--- src/rtl/div_unit.sv ---
`default_nettype none
// ============================================================================
//  Module      : div_unit
//  Description : Iterative radix-2 restoring divider for RV32M DIV, DIVU,
//                REM and REMU. Sits in EX beside the ALU; busy stalls the
//                front end while iterating. The result is muxed with the
//                ALU result into EX/MEM.
//  Revision    : 1.0 - initial release
// ----------------------------------------------------------------------------
//  Ports
//    clk          in   1      rising-edge clock
//    rst_n        in   1      asynchronous active-low reset
//    start        in   1      divide request, sampled only in IDLE
//    flush        in   1      abort operation in progress
//    operand_a    in   WIDTH  dividend (rs1)
//    operand_b    in   WIDTH  divisor  (rs2)
//    div_sel_div  in   1      signed quotient
//    div_sel_divu in   1      unsigned quotient
//    div_sel_rem  in   1      signed remainder
//    div_sel_remu in   1      unsigned remainder
//    busy         out  1      high in CALC and DONE (stall request)
//    done         out  1      one-cycle pulse, result valid
//    result       out  WIDTH  quotient or remainder, held until next start
//    zero_flag    out  1      result == 0
// ============================================================================
module div_unit #(
   parameter int WIDTH = 32
) (
   input  logic             clk,
   input  logic             rst_n,
   input  logic             start,
   input  logic             flush,
   input  logic [WIDTH-1:0] operand_a,
   input  logic [WIDTH-1:0] operand_b,
   input  logic             div_sel_div,
   input  logic             div_sel_divu,
   input  logic             div_sel_rem,
   input  logic             div_sel_remu,
   output logic             busy,
   output logic             done,
   output logic [WIDTH-1:0] result,
   output logic             zero_flag
);

   // Counter must hold the value WIDTH itself, hence WIDTH+1.
   localparam int CNT_W = $clog2(WIDTH + 1);

   localparam logic [WIDTH-1:0] C_MIN_NEG = {1'b1, {(WIDTH-1){1'b0}}};
   localparam logic [WIDTH-1:0] C_ALL_ONE = {WIDTH{1'b1}};

   typedef enum logic [1:0] {
      S_IDLE = 2'd0,
      S_CALC = 2'd1,
      S_DONE = 2'd2
   } state_t;

   // -------------------------------------------------------------------------
   // Registers
   // -------------------------------------------------------------------------
   state_t             state_q;
   logic [CNT_W-1:0]   cnt_q;
   logic [WIDTH-1:0]   rem_q;      // partial remainder
   logic [WIDTH-1:0]   quo_q;      // dividend shifting out, quotient in
   logic [WIDTH-1:0]   dvsr_q;     // divisor magnitude
   logic               neg_q_q;    // negate quotient at the end
   logic               neg_r_q;    // negate remainder at the end
   logic               is_rem_q;   // operation returns the remainder
   logic               busy_q;
   logic               done_q;
   logic [WIDTH-1:0]   result_q;
   logic               zero_q;

   // -------------------------------------------------------------------------
   // Operation decode (priority div > divu > rem > remu)
   // -------------------------------------------------------------------------
   logic               w_op_valid;
   logic               w_op_signed;
   logic               w_op_rem;

   always_comb begin
      w_op_valid  = 1'b1;
      w_op_signed = 1'b0;
      w_op_rem    = 1'b0;
      if (div_sel_div) begin
         w_op_signed = 1'b1;
      end else if (div_sel_divu) begin
         w_op_signed = 1'b0;
      end else if (div_sel_rem) begin
         w_op_signed = 1'b1;
         w_op_rem    = 1'b1;
      end else if (div_sel_remu) begin
         w_op_rem    = 1'b1;
      end else begin
         w_op_valid  = 1'b0;
      end
   end

   // -------------------------------------------------------------------------
   // Operand preparation and special-case detection at accept
   // -------------------------------------------------------------------------
   logic               w_a_neg;
   logic               w_b_neg;
   logic [WIDTH-1:0]   w_a_mag;
   logic [WIDTH-1:0]   w_b_mag;
   logic               w_div_zero;
   logic               w_overflow;
   logic               w_special;
   logic [WIDTH-1:0]   w_special_res;
   logic               w_accept;

   always_comb begin
      w_a_neg    = w_op_signed & operand_a[WIDTH-1];
      w_b_neg    = w_op_signed & operand_b[WIDTH-1];
      // Magnitude of the most negative value is itself when read unsigned,
      // which is exactly what the unsigned iteration needs.
      w_a_mag    = w_a_neg ? (~operand_a + 1'b1) : operand_a;
      w_b_mag    = w_b_neg ? (~operand_b + 1'b1) : operand_b;
      w_div_zero = (operand_b == '0);
      w_overflow = w_op_signed && (operand_a == C_MIN_NEG) && (operand_b == C_ALL_ONE);
      w_special  = w_div_zero | w_overflow;

      if (w_div_zero) begin
         w_special_res = w_op_rem ? operand_a : C_ALL_ONE;
      end else begin
         w_special_res = w_op_rem ? '0 : C_MIN_NEG;
      end

      // flush beats start; start without any select is ignored.
      w_accept = start & ~flush & w_op_valid;
   end

   // -------------------------------------------------------------------------
   // One restoring step: shift {rem,quo} left, trial-subtract the divisor.
   // The compare uses WIDTH+1 bits so the bit shifted out of rem counts.
   // -------------------------------------------------------------------------
   logic [WIDTH:0]     w_rem_shift;
   logic               w_trial_ok;
   logic [WIDTH-1:0]   rem_d;
   logic [WIDTH-1:0]   quo_d;

   always_comb begin
      w_rem_shift = {rem_q, quo_q[WIDTH-1]};
      w_trial_ok  = (w_rem_shift >= {1'b0, dvsr_q});
      // When the trial succeeds the difference is below the divisor, so it
      // fits in WIDTH bits and the truncated subtraction is exact.
      rem_d       = w_trial_ok ? (w_rem_shift[WIDTH-1:0] - dvsr_q)
                               : w_rem_shift[WIDTH-1:0];
      quo_d       = {quo_q[WIDTH-2:0], w_trial_ok};
   end

   // -------------------------------------------------------------------------
   // Sign correction applied on the CALC -> DONE transition
   // -------------------------------------------------------------------------
   logic [WIDTH-1:0]   w_quo_fix;
   logic [WIDTH-1:0]   w_rem_fix;
   logic [WIDTH-1:0]   w_final;

   always_comb begin
      w_quo_fix = neg_q_q ? (~quo_q + 1'b1) : quo_q;
      w_rem_fix = neg_r_q ? (~rem_q + 1'b1) : rem_q;
      w_final   = is_rem_q ? w_rem_fix : w_quo_fix;
   end

   // -------------------------------------------------------------------------
   // Control FSM with registered outputs
   // -------------------------------------------------------------------------
   always_ff @(posedge clk or negedge rst_n) begin
      if (!rst_n) begin
         state_q  <= S_IDLE;
         cnt_q    <= '0;
         rem_q    <= '0;
         quo_q    <= '0;
         dvsr_q   <= '0;
         neg_q_q  <= 1'b0;
         neg_r_q  <= 1'b0;
         is_rem_q <= 1'b0;
         busy_q   <= 1'b0;
         done_q   <= 1'b0;
         result_q <= '0;
         zero_q   <= 1'b1;
      end else begin
         done_q <= 1'b0;
         case (state_q)
            S_IDLE: begin
               if (w_accept) begin
                  is_rem_q <= w_op_rem;
                  busy_q   <= 1'b1;
                  if (w_special) begin
                     // Resolved immediately; no iteration needed.
                     result_q <= w_special_res;
                     zero_q   <= (w_special_res == '0);
                     done_q   <= 1'b1;
                     neg_q_q  <= 1'b0;
                     neg_r_q  <= 1'b0;
                     state_q  <= S_DONE;
                  end else begin
                     rem_q   <= '0;
                     quo_q   <= w_a_mag;
                     dvsr_q  <= w_b_mag;
                     neg_q_q <= w_a_neg ^ w_b_neg;
                     neg_r_q <= w_a_neg;
                     cnt_q   <= CNT_W'(WIDTH);
                     state_q <= S_CALC;
                  end
               end
            end

            S_CALC: begin
               if (flush) begin
                  busy_q  <= 1'b0;
                  state_q <= S_IDLE;
               end else if (cnt_q == '0) begin
                  // All WIDTH steps are done; this cycle only finalises.
                  result_q <= w_final;
                  zero_q   <= (w_final == '0);
                  done_q   <= 1'b1;
                  state_q  <= S_DONE;
               end else begin
                  rem_q <= rem_d;
                  quo_q <= quo_d;
                  cnt_q <= cnt_q - 1'b1;
               end
            end

            S_DONE: begin
               // Single-cycle state; flush leads to the same place.
               busy_q  <= 1'b0;
               state_q <= S_IDLE;
            end

            default: begin
               busy_q  <= 1'b0;
               state_q <= S_IDLE;
            end
         endcase
      end
   end

   assign busy      = busy_q;
   assign done      = done_q;
   assign result    = result_q;
   assign zero_flag = zero_q;

endmodule
`default_nettype wire

--- config.mk ---
export PLATFORM = sky130hd
export DESIGN_NAME = div_unit
export DESIGN_NICKNAME = d
export VERILOG_FILES = /design/src/rtl/div_unit.sv
export SDC_FILE = /design/constraint.sdc
export NUM_CORES = 1
export LEC_CHECK = 0
export CAP_MARGIN = 20
export CORE_UTILIZATION = 50
export CTS_CLUSTER_DIAMETER = 30
export CTS_CLUSTER_SIZE = 28
export DETAILED_ROUTE_END_ITERATION = 8
export GPL_ROUTABILITY_DRIVEN = 0
export GPL_TIMING_DRIVEN = 0
export PLACE_DENSITY_LB_ADDON = 0.05
export SETUP_SLACK_MARGIN = 0.1
export SKIP_LAST_GASP = 1
export SLEW_MARGIN = 25
export SYNTH_ARGS = -nofsm -noshare
export SYNTH_HDL_FRONTEND = slang
export SYNTH_SLANG_ARGS = --single-unit
--- constraint.sdc ---
create_clock -name clk -period 6.6 [get_ports clk]
set_input_delay 1.65 -clock clk [delete_from_list [all_inputs] [get_ports clk]]
set_output_delay 1.65 -clock clk [all_outputs]
set_load 0.02 [all_outputs]
### After elaboration in Yosys (flattened, before gate mapping)

Index checks and enable logic that the tools add are counted.

* register bits: 142
* bits of input ports: 72
* output and inout bits: 35
* logic and storage cells: 114

* $add $sub $neg: 6
* magnitude comparators: 1
* eq/ne operators: 11
* multiplexer cells: 58
* bitwise gates (word level): 12
* reduce and logical (&&, ||, !) cells: 14

Operator list (count)
* $mux 32: 21
* $pmux 32 s2: 3
* $add 32x1->32 const B: 4
* $not 32->32: 4
* $logic_not 32->1: 3
* $eq 32x32->1 const B: 2
* $ge 33x32->1: 1
* $sub 32x32->32: 1
* $mux 6: 4
* $mux 1: 21
* $ne 2x2->1 const B: 7
* $pmux 6 s2: 1
* $reduce_and 5->1: 2
* $mux 2: 4
* $logic_not 6->1: 1
* $pmux 1 s2: 3
* $reduce_and 2->1: 3
* $sub 6x1->6 const B: 1
* $and 1x1->1: 4
* $pmux 2 s2: 1
* $ne 3x3->1 const B: 1
* $reduce_and 3->1: 1
* $eq 2x1->1 const B: 1
* $logic_and 1x1->1: 2
* 5 further kinds: 6

### Depth between registers and ports, before layout

* depth in word-level cells: 10
* gate-level depth with buffers: 14
* gate-level depth less buffers: 13

### Least setup slack after synthesis

Ideal clock, no wire load.

* kind: input to register
* from: input operand_a[7]
* to: register quo_q[9]
* arrival: 4.251 ns
* data required time: 6.463 ns
* slack: 2.213 ns
* cell stages on the path: 12
* path buffers: 3
* cells stage by stage: or4_1 > or3_1 > nor3_1 > a311o_1 > buf_2 > o21ai_1 > o21ai_2 > inv_2 > clkbuf_1 > buf_2 > nor2_1 > a21oi_1

* longest elaborated chain between the ends: 6
* elaborated cells on any way between the ends: 12

RTL lines
* start: declaration: RTL line 33 `input logic [WIDTH-1:0] operand_a,`
* $not 32->32 or $eq 32x32->1 (tied branches): RTL line 116, 119
* $add 32x1->32 or $logic_and 1x1->1 (tied branches): RTL line 116, 119
* $mux 32 or $logic_and 1x1->1 (tied branches): RTL line 116, 119
* $mux 32 or $or 1x1->1 (tied branches): RTL line 188, 120
* $mux 32 or $ne 2x2->1 (tied branches)
* $pmux 32 s2 or $reduce_and 5->1 (tied branches)
* end signal: assignment: RTL line 198 `quo_q <= w_a_mag;`
* end signal: assignment: RTL line 220 `quo_q <= quo_d;`
* end: declaration: RTL line 63 `logic [WIDTH-1:0] quo_q;`

Parallel ways exist; a longest one is shown, timed or not. The select of a mux whose other input is x is not followed.
A chain may end at the register's enable or synchronous reset.

### Final worst setup path

* from: input operand_a[7]
* to: register quo_q[13]

The elaborated chain is that of the path after synthesis.

==> flow_summary.json <==
{
  "status": "completed",
  "async_flop_share_pct": 100.0,
  "min_path_type": "flop to flop",
  "ys_seq_elements": 142,
  "synth_top_flop_cell": "dfrtp_1",
  "synth_edf_count": 0,
  "wirelength_um": 38780,
  "fin_skew_ps": 11.55,
  "start_util_pct": 50.79,
  "ant_nets": 0,
  "slew_headroom_pct": 35.84,
  "drv_cap": 0,
  "critical-path-top-delay-family": "simple AND/OR/NAND/NOR gates",
  "tritoncts": "built",
  "finalHoldViolCount": 0,
  "cts.sinks": 142,
  "hold_path_depth": 1,
  "p_leak_nw": 5.330,
  "worst_setup_path_start_kind": "input port",
  "antenna_found_initial": 0,
  "final_util_pct": 59.84,
  "slowest_stage": "nor3_1",
  "layout.cells.most_common": "nand2_1",
  "synth_cell_types": 71,
  "final_cells": 1889,
  "h-tree-depth": 4,
  "p_per_area_nw_per_um2": 360.6,
  "cts_hold_buf": 0,
  "wl_per_cell_um": 20.53,
  "vias_per_cell": 6.254,
  "postCtsSetupRepairBufs": 0,
  "synth_seq_area_share_pct": 31.01,
  "die_h_um": 153.4,
  "io_buffers": 106,
  "netSwitchingPower_mw": 2.196,
  "netSwitchingFraction_pct": 45.09,
  "dieArea_um2": 23540,
  "irDropWorstVdd_v": 0.0002032,
  "syn-cell-area_um2": 11460,
  "drt-pass1-iter-count": 5,
  "r2r_cells": 13,
  "rows": 55,
  "synth_area_leaders": "dfrtp_1 (31%), nand2_1 (5.6%), xor2_1 (5.4%), xnor2_1 (5.0%), o21ai_0 (4.9%)",
  "path_class": "input port to flop",
  "cts-buffers-inserted": 17,
  "path_depth": 13,
  "dp.cells": 1857,
  "worstPathArrival_ps": 6060,
  "dp_hpwl_um": 30220,
  "min_period_ps": 5759,
  "worst_pin_slew_ps": 955.1,
  "rsz0062_at_grt": "no",
  "syn2layout_area_growth_pct": 17.83,
  "period_share_pct": 87.26,
  "syn_area_per_cell_um2": 7.825,
  "diodes": 0,
  "clock_latency_ps": 440,
  "root_buffer": "clkbuf_16",
  "yosys.area.top_type": "dfrtp_1",
  "die_x_um": 153.4,
  "synth_top_area_share_pct": 30.78,
  "drc_errors": 0,
  "via_count": 11810,
  "grt_pass1_wl_um": 61440,
  "grt_usage_pct": 33.51,
  "worstPathRequired_ps": 6900,
  "pre_cts_ws_ps": 456.8,
  "path_clk_slew_ps": 60,
  "cts_resized": 0,
  "worstPathCellList": "clkdlybuf4s50_1 > or4_1 > or3_1 > nor3_1 > a311o_1 > buf_2 > o21ai_1 > o21ai_2 > inv_2 > clkbuf_1 > buf_2 > nor2_1 > a21oi_1",
  "setup_viol": 0,
  "clock.fmax_mhz": 173.6,
  "drtIter0Drc": 1033,
  "slowest_delay_ps": 800,
  "drive_above_1_share_pct": 3.990,
  "cts_buffer_depth": 2,
  "final_max_slew_viol_count": 0,
  "crit_top_cell": "buf_2",
  "num-nets-final": 1703,
  "grt_pass1_vias": 11380,
  "p_comb_share_pct": 50.4,
  "clkPwrFrac_pct": 19.9,
  "worstPathMaxFanout": 10,
  "p_seq_share_pct": 29.7,
  "cp_num_buf_inv": 5,
  "grt_max_degree": 76,
  "synthesis.nets": 1577,
  "coreArea_um2": 22570,
  "grt_remaining_overflow": 0,
  "pin_count": 107,
  "yosysWarnings": 0,
  "setup.worst_path.end_class": "flop",
  "layout_setup_ws_ps": 841.0,
  "final_cell_mix": "nand2_1 (170), dfrtp_1 (141), nor2_1 (125)",
  "intPower_mw": 2.675,
  "syn_inst": 1465
}
power groups by stage:
stage | registers [mW] | clock network [mW] | logic [mW]
6_report | 1.44 | 0.971 | 2.46
5_1_grt | 1.48 | 1.01 | 2.70
4_1_cts | 1.44 | 0.976 | 2.43
3_5_place_dp | 1.45 | 0 | 2.42
3_3_place_gp | 1.44 | 0 | 2.39
2_1_floorplan | 1.51 | 0 | 1.49
path summary, 6_finish.rpt:
check | endpoint | slack [ps] | from
max in group asynchronous | dvsr_q[26] | 4650 | rst_n
setup reg to reg | rem_q[1] | 2460 | dvsr_q[3]
hold reg to reg | busy | 460 | state_q[1]
hold / removal | busy | 460 | state_q[1]
min in group asynchronous | result[7] | 1150 | rst_n
setup / recovery | quo_q[13] | 840 | operand_a[7]
metal layers:
metal / vias to the layer above / GRT usage (%) / share of wire (%)
li1: 5611 / - / -
met1: 5598 / 41.67 / 41
met2: 481 / 53.34 / 46
met3: 123 / 4.848 / 6.2
met5: - / 0 / 0
met4: 0 / 24.29 / 7.1
cell usage after synthesis (4+ instances only):
cell type	number
o21bai_1	7
mux2i_1	20
and2_1	6
nor2b_1	9
o31a_1	5
o21a_1	7
a221o_1	5
nor3_1	31
buf_1	8
or2_2	5
or4_1	10
o31ai_1	31
a21oi_1	88
a211o_1	4
xor2_1	71
a31oi_1	38
a21o_1	12
nor4_1	24
o211ai_1	43
nand3b_1	4
o22ai_1	27
o21ai_0	113
a32oi_1	6
nand2b_1	11
ha_1	39
buf_2	6
and4_1	4
nand3_1	48
nand4_1	18
o311ai_0	19
nor3b_1	4
nand2_1	170
clkbuf_1	78
and3_1	13
inv_1	65
a211oi_1	8
nor2_1	125
xnor2_1	65
or3_1	21
dfrtp_1	141
o41ai_1	12
through the flow:
stage	total power, mW	hold slack (ps)	setup TNS (ps)	instance area (um2)
finish	4.871	463.3	0	13510
global route	5.193	490.7	0	13510
CTS	4.843	466.6	0	13510
detailed placement	3.867	458.2	0	12930
global placement	3.828	456.6	-278080	12880
floorplan	2.999	431.5	0	11460
cell families after synthesis:
family / after synthesis / synth area share [%]
adder cells (fa/ha/maj): 40 / 4.431
XOR/XNOR: 136 / 10.39
AO/OA/AOI/OAI: 453 / 25.65
buffers and inverters: 161 / 5.446
multiplexers: 20 / 1.746
AND/OR/NAND/NOR: 513 / 21.33
flip-flops: 142 / 31.01
area by class of cell:
type,count,area (um2)
multi-input combinational,1162,7297
timing repair buffer,107,1094
buffer,95,376.6
sequential,142,3555
clock buffer,19,452.9
fill,2133,9064
inverter,66,247.7
tap,285,356.6
clock inverter,13,128.9
worst reg2reg max path, stage by stage, from the launching register on:
cell      delay, ps
dfrtp_1         380
inv_1           160
ha_1            320
nand3_1         170
o21ba_2         190
o31ai_1         420
a21oi_1         180
o311a_1         370
o21ai_0         460
a21o_1          180
clkbuf_1        360
clkbuf_1        470
mux2i_1         250
o22ai_1          90
state kept, by name, indices dropped and copies added, names as in the netlist:
signal and flops:
busy 1, cnt_q 6, done 1, dvsr_q 32
is_rem_q 1, neg_q_q 1, neg_r_q 1, quo_q 32
rem_q 32, result 32, state_q 2, zero_flag 1
(Power assumes the default switching activity.)
